<file path="config.mk">
export PLATFORM = sky130hd
export DESIGN_NAME = exp_scale_unit
export DESIGN_NICKNAME = d
export VERILOG_FILES = /design/src/rtl/exp_scale_unit.sv
export SDC_FILE = /design/constraint.sdc
export NUM_CORES = 2
export LEC_CHECK = 0
export ABC_AREA = 1
export CAP_MARGIN = 20
export CORE_ASPECT_RATIO = 0.7
export CORE_MARGIN = 8
export CORE_UTILIZATION = 60
export DETAILED_ROUTE_END_ITERATION = 6
export PLACE_DENSITY_LB_ADDON = 0.15
export SYNTH_ARGS = -nofsm -noshare
export SYNTH_HDL_FRONTEND = slang
export SYNTH_SLANG_ARGS = --single-unit
</file>
<file path="constraint.sdc">
create_clock -name CLK -period 7.8 [get_ports CLK]
set_clock_uncertainty 0.2 [all_clocks]
set_input_delay 1.56 -clock CLK [delete_from_list [all_inputs] [get_ports CLK]]
set_output_delay 1.56 -clock CLK [all_outputs]
set_load 0.005 [all_outputs]
</file>
<file path="src/rtl/exp_scale_unit.sv">
// exp_scale_unit: streaming oData = S * exp(x), 11-cycle latency, run-flag gated.
// Define EXP_SATURATE_EN to saturate oData and raise oOvf on overflow.
module exp_scale_unit #(
  parameter int LUT_BITS = 6,
  parameter int LAT      = 11
) (
  input  logic        CLK,
  input  logic        iRst_n,
  input  logic        iStart,
  input  logic        iStop,
  input  logic [17:0] iX,
  input  logic [17:0] iS,
  input  logic        iValid,
  output logic [17:0] oData,
  output logic        oValid,
  output logic        oRun,
  output logic        oOvf
);

  localparam int XL_W = 18 - LUT_BITS;
  localparam int T_W  = XL_W + 20;

  // exp(i / 2^LUT_BITS) as a Q16.48 Taylor sum, rounded to Q2.16
  function automatic logic [17:0] exp_entry(input int i);
    logic [63:0] term;
    logic [63:0] sum;
    term = 64'd1 << 48;
    sum  = term;
    for (int n = 1; n < 20; n++) begin
      term = term * 64'(i) / (64'(n) << LUT_BITS);
      sum  = sum + term;
    end
    return 18'((sum + (64'd1 << 31)) >> 32);
  endfunction

  logic [17:0] rom [2**LUT_BITS];

  for (genvar g = 0; g < 2**LUT_BITS; g++) begin : g_rom
    localparam logic [17:0] ENTRY = exp_entry(g);
    assign rom[g] = ENTRY;
  end

  logic              run;
  logic [LAT:0]      v;
  logic [17:0]       x_0;
  logic [17:0]       s_q [8];
  logic [17:0]       eh_1, eh_2, eh_3;
  logic [XL_W-1:0]   xl_1, xl_2;
  logic [2*XL_W-1:0] sq_2;
  logic [17:0]       el_3;
  logic [35:0]       prod_4;
  logic [17:0]       e_q [3];
  logic [35:0]       p_q [3];
  logic [17:0]       data_q;
  logic              ovf_q;

  logic [T_W-1:0]    t_2;
  logic [17:0]       el_2;
  logic [35:0]       rnd_4;
  logic [17:0]       data_n;
  logic              ovf_n;
  logic              unused_bits;

  // 1 + xl + xl^2/2 built in Q0.37, rounded to Q1.17
  assign t_2  = (T_W'(xl_2) << 19) + T_W'(sq_2) + (T_W'(1) << 19);
  assign el_2 = (18'd1 << 17) + 18'(t_2[T_W-1:20]);

  assign rnd_4 = prod_4 + (36'd1 << 18);

`ifdef EXP_SATURATE_EN
  assign ovf_n  = |p_q[2][35:31];
  assign data_n = ovf_n ? 18'h3FFFF : p_q[2][30:13];
`else
  assign ovf_n  = 1'b0;
  assign data_n = p_q[2][30:13];
`endif

  assign unused_bits = ^{p_q[2][35:31], p_q[2][12:0],
                         rnd_4[18:0], t_2[19:0]};

  always_ff @(posedge CLK or negedge iRst_n) begin
    if (!iRst_n) begin
      run <= 1'b0;
    end else if (iStop) begin
      run <= 1'b0;
    end else if (iStart) begin
      run <= 1'b1;
    end
  end

  always_ff @(posedge CLK or negedge iRst_n) begin
    if (!iRst_n) begin
      v <= '0;
    end else if (!run) begin
      v <= '0;
    end else begin
      v <= {v[LAT-1:0], iValid};
    end
  end

  always_ff @(posedge CLK or negedge iRst_n) begin
    if (!iRst_n) begin
      x_0    <= '0;
      s_q    <= '{default: '0};
      eh_1   <= '0;
      eh_2   <= '0;
      eh_3   <= '0;
      xl_1   <= '0;
      xl_2   <= '0;
      sq_2   <= '0;
      el_3   <= '0;
      prod_4 <= '0;
      e_q    <= '{default: '0};
      p_q    <= '{default: '0};
      data_q <= '0;
      ovf_q  <= 1'b0;
    end else begin
      x_0    <= iX;
      s_q[0] <= iS;
      for (int i = 1; i < 8; i++) begin
        s_q[i] <= s_q[i-1];
      end
      eh_1   <= rom[x_0[17 -: LUT_BITS]];
      xl_1   <= x_0[XL_W-1:0];
      eh_2   <= eh_1;
      xl_2   <= xl_1;
      sq_2   <= (2*XL_W)'(xl_1) * (2*XL_W)'(xl_1);
      eh_3   <= eh_2;
      el_3   <= el_2;
      prod_4 <= 36'(eh_3) * 36'(el_3);
      e_q[0] <= {1'b0, rnd_4[35:19]};
      e_q[1] <= e_q[0];
      e_q[2] <= e_q[1];
      p_q[0] <= 36'(e_q[2]) * 36'(s_q[7]);
      p_q[1] <= p_q[0];
      p_q[2] <= p_q[1];
      data_q <= data_n;
      ovf_q  <= ovf_n;
    end
  end

  assign oRun   = run;
  assign oValid = v[LAT];
  assign oData  = data_q;
  assign oOvf   = ovf_q;

endmodule

</file>
==> flow_summary.ini <==
[timing]
rsz0062_at_grt = no
layout_min_cycle_time_ns = 6.16
relSlewSlack = 0.333
setup_viol = 0
finalHoldViolations = 0
tns_ns = 0
clock.fmax_mhz = 162
worstMarginPinSlew_ns = 1.00
fin_crit_sh = 0.790
slew_viol_final = 0

[floorplan]
io_pins = 62
die_width_um = 305
fp-row-count = 74
core_area_um2 = 58100
start_util = 0.605
die-height_um = 218
dieArea_um2 = 66600

[critical_path]
arrival_ns = 6.41
required_ns = 8.05
path_max_fanout = 13
worst_setup_path_start_kind = flip-flop
reg2reg_from = el_3[5]
worstSetupPathType = reg2reg
reg2reg_depth = 19
r2r_setup_slack_ns = 1.64
r2r-end = prod_4[30]
worst_setup_path_end_kind = flip-flop

[finish]
postLayoutCoreUtil = 0.648
layout_common_cells = inv_1 (1094), nand2_1 (1041), fa_1 (480)
antenna_cells = 0
drive_gt1_frac = 0.0266
nNetsFinal = 4795
fin_cells = 4789
syn_to_final_growth_pct = 7.15
fillerInstances = 4893
final_common_cell = inv_1

[synth]
yosysTopAreaCell = dfrtp_1
syn_nets = 4826
synthArstFlopShare = 1.00
syn_avg_cell_area_um2 = 8.71
yosysTopAreaCellShare = 0.294
synthFlopType = dfrtp_1
synthCells = 4028
ys_warn_count = 0
ys_types = 48
ys_ff_latch = 412
synthTopCellsByArea = dfrtp_1 (29%), fa_1 (27%), inv_1 (12%), nand2_1 (11%), ha_1 (9.9%)
synth_edf_count = 0
syn_area_um2 = 35100
ys_seq_area_frac = 0.294

[route]
drt_wl_total_mm = 76.8
wl_per_cell_um = 16.0
antenna_left = 0
drc_errors = 0
viasPerCell = 5.12
num_vias = 24500
drt_iter0_markers = 1906
dr.pass1.iters = 5

[place]
place.gp.congestion = 0.979
dpl.hpwl_mm = 61.0
io_buffers = 60
dp_cells = 4714

[grt]
globalRouteOverflowTotal = 0
grt_pass1_vias = 25700
track_usage = 0.245
antenna_found_initial = 0
grt_pass1_wl_mm = 132
grt_max_degree = 162

[flow_run]
cap_violations = 0

[hold_path]
hold_depth = 0
hold_end = eh_2[4]
hold_start = eh_1[4]
hold_class = reg2reg

[clock_tree]
cts_resized = 0
cts_tree = done
cts-root-buf = clkbuf_16
hold_buffers = 0
clk_pin_slew_ns = 0.07
cts_max_path_buffers = 3
cts_max_level = 2
numCtsBuffers = 41
cts_setup_buffers = 0
cts.sinks = 412
clock_latency_ns = 0.58

[status]
status = complete, no violations
==> stage by stage <==
step	setup slack (ns)	area (um^2)	hold slack [ns]
2_1_floorplan	2.32	35100	0.131
3_3_place_gp	1.84	36200	0.131
3_5_place_dp	1.77	36200	0.135
4_1_cts	1.75	37600	0.141
5_1_grt	1.32	37600	0.141
6_report	1.64	37600	0.134
==> final cells by class <==
cell class,instances,area (um^2),share of cell area
multi-input cells,2373,20100,0.534
inverters,1101,4130,0.110
repair buffers,68,691,0.0184
clock buffers,49,1130,0.0299
well taps,760,951,0.0253
flip-flops and latches,412,10300,0.274
clock inverters,26,299,0.00795
==> layer usage <==
metal,GRT usage,up-vias,routed length [um]
li1,-,11600,-
met1,0.371,11900,36200
met2,0.354,904,31300
met3,0.0674,115,7960
met4,0.0513,0,1380
met5,0,-,0
==> critical path, stage by stage (launching register included) <==
cell      delay, ns
dfrtp_1        0.76
buf_4          0.27
nand2_1        0.08
fa_1           0.49
fa_1           0.52
fa_1           0.55
inv_1          0.07
fa_1           0.45
fa_1           0.52
inv_1          0.05
fa_1           0.47
inv_1          0.04
ha_1           0.35
a21oi_1        0.31
a21boi_1       0.28
o21ai_0        0.16
a21oi_1        0.24
nand2_1        0.10
nand2_1        0.08
nand2_1        0.05
==> cells in the mapped netlist, types with 3 or more instances <==
master	count
inv_1	1094
nand2_1	1041
fa_1	480
dfrtp_1	412
ha_1	277
nor2_1	142
clkbuf_1	122
a21oi_1	108
nand3_1	78
o21ai_0	60
xor2_1	26
o21ai_1	22
nand4_1	19
xnor2_1	17
buf_2	13
nor3_1	12
a21o_1	9
o211ai_1	8
o21bai_1	7
inv_2	6
o22ai_1	6
a31oi_1	5
and2_1	5
and3_1	5
buf_1	5
nor4_1	5
nand3b_1	4
o221ai_1	4
nand3_2	3
nor2_4	3
or2_2	3
==> sequential cells by signal, indices dropped and copies added, names as in the netlist <==
signal  flops
data_n     18
e_q        51
eh_1       18
eh_2       18
eh_3       18
el_3       13
oData      18
oRun        1
p_q        36
prod_4     18
s_q       144
sq_2        6
v          12
x_0        18
xl_1       12
xl_2       11
==> how the worst max path moves through the flow <==
stage          startpoint         end  slack [ns]  cells past startpoint
2_1_floorplan      e_q[2]    p_q[100]        2.32                     21
3_3_place_gp      el_3[3]  prod_4[30]        1.84                     18
3_5_place_dp      el_3[3]  prod_4[30]        1.77                     18
4_1_cts           el_3[3]  prod_4[30]        1.75                     18
5_1_grt           el_3[7]  prod_4[30]        1.32                     20
6_report          el_3[5]  prod_4[30]        1.64                     19
==> cell families (layout without fill, tap and decap cells) <==
logic type,after synthesis,after routing,synth area share
buffers and inverters,1243,1244,0.134
DFF,412,412,0.294
other,2,2,0.000214
adders and majority gates,757,757,0.372
and+or+nand+nor,1330,1330,0.151
AOI/OAI and AO/OA,240,240,0.0377
xor gates and xnor gates,44,44,0.0112
Power is left out: the tool's default activity adds up to more than one toggle a clock period on the data nets, which glitch-free logic cannot reach.
